--- src/rtl/mont_mul_arbiter.sv ---
// Round-robin arbiter that shares one Montgomery multiplier among N_REQ requesters.
// Captures the winner's operands, pulses mm_start, waits for mm_done and returns the product.
module mont_mul_arbiter #(
  parameter int unsigned N_REQ = 4,
  parameter int unsigned W     = 110
) (
  input  logic               clk,
  input  logic               rst,
  input  logic [N_REQ-1:0]   req,
  input  logic [N_REQ*W-1:0] req_a,
  input  logic [N_REQ*W-1:0] req_b,
  output logic [N_REQ-1:0]   gnt,
  output logic [N_REQ-1:0]   done,
  output logic [W-1:0]       result,
  output logic               busy,
  output logic [15:0]        ops_count,
  output logic               mm_start,
  output logic [W-1:0]       mm_a,
  output logic [W-1:0]       mm_b,
  input  logic [W-1:0]       mm_r,
  input  logic               mm_done
);

  localparam int unsigned IdxW = $clog2(N_REQ);

  typedef enum logic [1:0] {StIdle, StStart, StRun, StDone} state_e;

  state_e            state_q, state_d;
  logic [N_REQ-1:0]  gnt_q, gnt_d;
  logic [N_REQ-1:0]  done_q, done_d;
  logic [W-1:0]      result_q, result_d;
  logic [W-1:0]      mm_a_q, mm_a_d;
  logic [W-1:0]      mm_b_q, mm_b_d;
  logic              busy_q, busy_d;
  logic              mm_start_q, mm_start_d;
  logic [15:0]       ops_count_q, ops_count_d;
  logic [IdxW-1:0]   last_q, last_d;
  logic [IdxW-1:0]   owner_q, owner_d;

  logic              win_found;
  logic [IdxW-1:0]   win_idx;
  logic [IdxW-1:0]   cidx;
  int unsigned       cand;

  // Search starts one past the last granted index and wraps around.
  always_comb begin
    win_found = 1'b0;
    win_idx   = '0;
    cidx      = '0;
    cand      = 0;
    for (int unsigned o = 1; o <= N_REQ; o++) begin
      cand = int'(last_q) + o;
      if (cand >= N_REQ) begin
        cand = cand - N_REQ;
      end
      cidx = IdxW'(cand);
      if (!win_found && req[cidx]) begin
        win_found = 1'b1;
        win_idx   = cidx;
      end
    end
  end

  always_comb begin
    state_d     = state_q;
    gnt_d       = gnt_q;
    done_d      = '0;
    result_d    = result_q;
    mm_a_d      = mm_a_q;
    mm_b_d      = mm_b_q;
    busy_d      = busy_q;
    mm_start_d  = 1'b0;
    ops_count_d = ops_count_q;
    last_d      = last_q;
    owner_d     = owner_q;
    unique case (state_q)
      StIdle: begin
        if (win_found) begin
          owner_d    = win_idx;
          mm_a_d     = req_a[int'(win_idx)*W +: W];
          mm_b_d     = req_b[int'(win_idx)*W +: W];
          gnt_d      = {{(N_REQ-1){1'b0}}, 1'b1} << win_idx;
          busy_d     = 1'b1;
          mm_start_d = 1'b1;
          state_d    = StStart;
        end
      end
      StStart: begin
        last_d  = owner_q;
        state_d = StRun;
      end
      StRun: begin
        if (mm_done) begin
          result_d    = mm_r;
          done_d      = gnt_q;
          ops_count_d = ops_count_q + 16'd1;
          state_d     = StDone;
        end
      end
      StDone: begin
        gnt_d   = '0;
        busy_d  = 1'b0;
        state_d = StIdle;
      end
      default: state_d = StIdle;
    endcase
  end

  always_ff @(posedge clk) begin
    if (!rst) begin
      state_q     <= StIdle;
      gnt_q       <= '0;
      done_q      <= '0;
      result_q    <= '0;
      mm_a_q      <= '0;
      mm_b_q      <= '0;
      busy_q      <= 1'b0;
      mm_start_q  <= 1'b0;
      ops_count_q <= '0;
      last_q      <= IdxW'(N_REQ - 1);
      owner_q     <= '0;
    end else begin
      state_q     <= state_d;
      gnt_q       <= gnt_d;
      done_q      <= done_d;
      result_q    <= result_d;
      mm_a_q      <= mm_a_d;
      mm_b_q      <= mm_b_d;
      busy_q      <= busy_d;
      mm_start_q  <= mm_start_d;
      ops_count_q <= ops_count_d;
      last_q      <= last_d;
      owner_q     <= owner_d;
    end
  end

  assign gnt       = gnt_q;
  assign done      = done_q;
  assign result    = result_q;
  assign busy      = busy_q;
  assign ops_count = ops_count_q;
  assign mm_start  = mm_start_q;
  assign mm_a      = mm_a_q;
  assign mm_b      = mm_b_q;

endmodule

--- config.mk ---
export PLATFORM = sky130hd
export DESIGN_NAME = mont_mul_arbiter
export DESIGN_NICKNAME = d
export VERILOG_FILES = /design/src/rtl/mont_mul_arbiter.sv
export SDC_FILE = /design/constraint.sdc
export NUM_CORES = 1
export LEC_CHECK = 0
export ABC_AREA = 0
export BUFFER_PORTS_ARGS = -buffer_cell sky130_fd_sc_hd__buf_2
export CAP_MARGIN = 20
export CORE_AREA = 8 8 525 527
export CTS_BUF_LIST = sky130_fd_sc_hd__clkbuf_2
export DETAILED_ROUTE_END_ITERATION = 10
export DIE_AREA = 0 0 533 535
export GPL_ROUTABILITY_DRIVEN = 0
export PLACE_DENSITY = 0.3
export SKIP_CTS_REPAIR_TIMING = 1
export SYNTH_ARGS = -nofsm -noshare
export SYNTH_HDL_FRONTEND = slang
export SYNTH_SLANG_ARGS = --single-unit
--- constraint.sdc ---
create_clock -name clk -period 1.81 [get_ports clk]
set_input_delay 0.0905 -clock clk [delete_from_list [all_inputs] [get_ports clk]]
set_output_delay 0.0905 -clock clk [all_outputs]
set_load 0.03 [all_outputs]
==> impl_metrics.csv, run 1 <==
group,metric,value,unit
clocking,root_buffer,"clkbuf_2",
sta,crit_endpoint,"mm_b[2]",
placed_design,dp_cells,7111,
clocking,cts_num_sinks,362,
synthesis,synthSimpleGateAreaFrac,0.1388,
die,die_w,533,microns
synthesis,syn-cell-area,18830,sq um
synthesis,ys_ff_latch,362,
synthesis,synth_top_family_by_area,"compound AO/OA/AOI/OAI gates",
synthesis,synth.avg_cell_area,8.802,sq um
synthesis,synth_compound_gate_area_share,0.2894,
die,rows,190,
placed_design,placed_area,31900,sq um
placed_design,dp_hpwl,178.3,mm
global_routing,grt_max_degree,56,
clocking,cts_buffers,125,
synthesis,synth_mux_area_frac,0.1181,
die,initial_utilization,0.07052,
synthesis,yosysWarnings,0,
synthesis,synth.distinct_cells,42,
status,outcome,"did not finish",
die,ioPinCount,1353,
sta,worst_path_end_type,"top-level output",
status,haltStage,"5_1_grt",
clocking,cts_htree_levels,3,
synthesis,syn_inst,2139,
synthesis,synth_adder_area_share,0.003988,
clocking,cts_buffer_depth,4,
synthesis,synth_xor_area_frac,0.006513,
synthesis,syn-num-nets,3142,
synthesis,yosysSeqAreaShare,0.3849,
placed_design,io_buffer_count,1352,
status,tool.error,"[ERROR RSZ-0060] Max buffer count reached.",
die,dieHeight,535,microns
-- per-stage QoR --
step | setup WS, ns | util | hold WS (ns) | setup TNS (ns)
floorplan | 0.06584 | - | 0.2354 | 0
global placement | -0.5732 | 0.1195 | 0.3463 | -61.35
detailed placement | -0.5225 | 0.1195 | 0.3516 | -58.37
CTS | -1.110 | 0.1236 | -1.617 | -358.02
-- synthesized netlist by cell type, drive strengths merged --
cell,count,area share
a221oi,220,0.10
inv,7,0.0014
o21ai,226,0.060
or3,1,0.00033
o22ai,221,0.073
o2bb2ai,1,0.00047
and3,7,0.0023
xnor2,11,0.0051
or2,209,0.069
o221ai,1,0.00080
a22oi,5,0.0020
nand2,234,0.047
dfxtp,362,0.38
nor2,10,0.0020
a211oi,1,0.00040
nand3,5,0.0013
and4,2,0.00093
a21oi,6,0.0016
nand4,4,0.0013
clkbuf,108,0.022
and2,19,0.0063
ha,6,0.0040
o211ai,1,0.00040
nand2b,15,0.0050
o211a,2,0.0011
o31ai,2,0.0015
buf,105,0.035
xor2,3,0.0014
mux2,1,0.00060
nor3,2,0.00053
mux2i,221,0.12
a21boi,113,0.045
nor2b,8,0.0027
-- cells by family after synthesis --
group                      Yosys count
xor gates and xnor gates            14
DFF                                362
and+or+nand+nor                    516
buffers and inverters              220
muxes                              222
AOI/OAI and AO/OA                  799
adders and majority gates            6
==> inputs of run 2 (changes only) <==
- CORE_AREA: 8 8 525 527 -> 8 8 517 519
- CTS_BUF_LIST: sky130_fd_sc_hd__clkbuf_2 -> not set
- DIE_AREA: 0 0 533 535 -> 0 0 525 527
- PLACE_DENSITY: 0.3 -> not set
- PLACE_DENSITY_LB_ADDON: not set -> 0.15
- clock period: 1.81 -> 2.4 ns (I/O delays scaled with it)
==> run 2 against run 1 <==
Compared with the run above: the run now ends clean; synthesized cell count did not move; area after synthesis did not move.
==> impl_metrics.csv, run 2 <==
group,metric,value,unit
die,ioPinCount,1353,
clocking,root_buffer,"clkbuf_16",
drt,drt_iter0_markers,1575,
placed_design,dpl_worst_slack,-0.3587,ns
finish,utilization,0.1650,
setup_path,crit_path_cell_trace,"nand2b_1 > a22oi_1 > o22ai_4 > buf_12 > buf_12 > buf_4 > a221oi_1 > o22ai_1",
sta,min_period_over_period,0.9680,
setup_path,crit_arrival,2.87,ns
setup_path,crit_top_cell,"buf_12",
sta,tightestPinTransition,0.8873,ns
clocking,cts_htree_levels,2,
sta,finClkSkew,0.05591,ns
finish,drive_gt1_frac,0.3628,
synthesis,syn-cell-area,18830,sq um
sta,setup_violations,0,
synthesis,yosys-top-cells-count,"dfxtp_1, nand2_1, mux2i_1, o22ai_1, a221oi_1",
drt,vias_per_cell,3.520,
setup_path,reg2reg_depth,8,
global_routing,grt.overflow.total,0,
global_routing,grt_max_degree,113,
setup_path,r2r_start,"last_q[0]",
die,die-area,276700,sq um
synthesis,syn_inst,2139,
placed_design,dp_cells,6834,
sta,setup_tns,0,ns
setup_path,r2r-end,"mm_b[65]",
synthesis,synth.avg_cell_area,8.802,sq um
power_and_ir_drop,p_leak,18.12,nW
power_and_ir_drop,p_total,39.61,mW
synthesis,async_flop_share,0,
finish,finalNonFillerCells,7986,
die,dieHeight,527,microns
synthesis,synth_edf_count,0,
setup_path,crit_buf_inv,3,
placed_design,dp_hpwl,167.1,mm
drt,dr.pass1.iters,7,
die,die_w,525,microns
synthesis,syn-num-nets,3142,
finish,final_cell_mix,"buf_2, dlygate4sd3_1, dfxtp_1",
placed_design,placed_area,30550,sq um
setup_path,path_max_fanout,25,
synthesis,synth_top_cells_by_area,"dfxtp_1, mux2i_1, a221oi_1, o22ai_1, o21ai_0",
sta,fin_ws,0.07675,ns
drt,ant_nets,0,
global_routing,antenna_found_initial,152,
synthesis,ys.flop_type,"dfxtp_1",
finish,fill_cells,29166,
finish,area_delta_synth_final,126.6,%
power_and_ir_drop,p_per_area,928.5,nW/um^2
clocking,clk_latency,0.73,ns
synthesis,yosysTopAreaCell,"dfxtp_1",
setup_path,cpPeakStageDelay,0.51,ns
die,coreArea,258500,sq um
global_routing,grt_first_pass_wirelength,254.1,mm
setup_path,cpMaxStageDelayCell,"a221oi_1",
setup_path,startpoint_type,"flop",
min_path,hold_end,"state_q[0]",
min_path,whs_path_depth,5,
setup_path,cp_data_required_time,2.95,ns
sta,slew_violations,0,
global_routing,grt_pass1_vias,24463,
synthesis,netlist.area_leader.share,0.3849,
clocking,cts.reportedPaths.clkPinSlew,0.07,ns
setup_path,critPathKind,"reg2reg",
die,initial_utilization,0.07282,
clocking,cts_buffer_depth,3,
sta,holdWs,0.003501,ns
synthesis,yosysWarnings,0,
finish,fin_area,42660,sq um
power_and_ir_drop,ir_drop,0.5264,mV
min_path,hold_class,"in2reg",
synthesis,yosysSeqAreaShare,0.3849,
sta,fmax,430.4,MHz
clocking,cts_tree,"built",
clocking,cts_num_sinks,362,
sta,max-slew-margin-rel,0.4070,
synthesis,synth.distinct_cells,42,
finish,nNetsFinal,5487,
synthesis,ys_ff_latch,362,
sta,finalHoldViolCount,0,
global_routing,grtUsageTotal,0.1347,
drt,drc,0,
clocking,cts_buffers,60,
setup_path,crit_family,"compound AO/OA/AOI/OAI gates",
run,max-cap-violations,0,
synthesis,yosysMostFrequentCell,"dfxtp_1",
finish,final_common_cell,"buf_2",
placed_design,io_buffer_count,1352,
drt,wl,202.5,mm
die,rows,187,
sta,min_period,2.323,ns
status,outcome,"complete, no violations",
drt,wl_per_cell,25.36,microns
setup_path,cp-end-kind,"flop",
setup_path,rrSetupSlack,0.08,ns
drt,vias,28114,
min_path,min-delay-start,"mm_done",
==> run 2: cell counts after synthesis <==
No cell type changed its count.
==> run 2: cell families (layout without fill, tap and decap cells) <==
group | count (synthesis) | after routing | synth area share
and+or+nand+nor | 516 | 516 | 0.1388
buffers and inverters | 220 | 2612 | 0.05828
other | 0 | 53 | 0
adders and majority gates | 6 | 6 | 0.003987
DFF | 362 | 362 | 0.3849
AOI/OAI and AO/OA | 799 | 799 | 0.2894
xor gates and xnor gates | 14 | 14 | 0.006513
muxes | 222 | 222 | 0.1181
==> run 2: worst max path at each step <==
| stage | from | to | slack (ns) | cells after the start |
|---|---|---|---|---|
| 3_3_place_gp | last_q[0] | mm_b[54] | -0.39 | 7 |
| 2_1_floorplan | state_q[0] | ops_count[6] | 0.58 | 9 |
| 6_report | last_q[0] | mm_b[65] | 0.08 | 8 |
| 5_1_grt | last_q[0] | mm_a[94] | -0.02 | 7 |
| 4_1_cts | last_q[0] | mm_b[54] | -0.46 | 7 |
| 3_5_place_dp | last_q[0] | mm_b[54] | -0.36 | 7 |
==> run 2: area by class of cell <==
cell class	instances	area [sq um]	share of cell area
Tap cell	3402	4257	0.09979
Clock buffer	85	1685	0.03951
Inverter	7	26.28	0.0006160
Timing Repair Buffer	2496	18400	0.4313
Antenna cell	53	132.6	0.003109
Clock inverter	24	337.8	0.007920
Multi-Input combinational cell	1557	10570	0.2479
Sequential cell	362	7248	0.1699
==> run 2: worst min-delay path: stages <==
cell and delay [ns]:
buf_2 0.13, inv_1 0.14, a21oi_1 0.12, nor2_1 0.09, nor2_1 0.05
==> run 2: per-layer routing <==
metal / global-route usage / share of wire / up-vias
met2: 0.2189 / 0.45 / 1523
met4: 0.02262 / 0.023 / 80
met3: 0.06741 / 0.088 / 362
met1: 0.1622 / 0.44 / 13328
li1: - / - / 12821
met5: 0 / 0.0024 / -
==> run 2: where the power goes <==
| group | leakage (nW) | switching, mW | total [mW] | internal, mW |
|---|---|---|---|---|
| sequential | 2.98 | 1.11 | 8.95 | 7.83 |
| combinational | 14.2 | 13.6 | 21.3 | 7.74 |
| clock | 0.976 | 3.92 | 9.35 | 5.43 |
| total | 18.1 | 18.6 | 39.6 | 21.0 |
(Power assumes the default switching activity.)
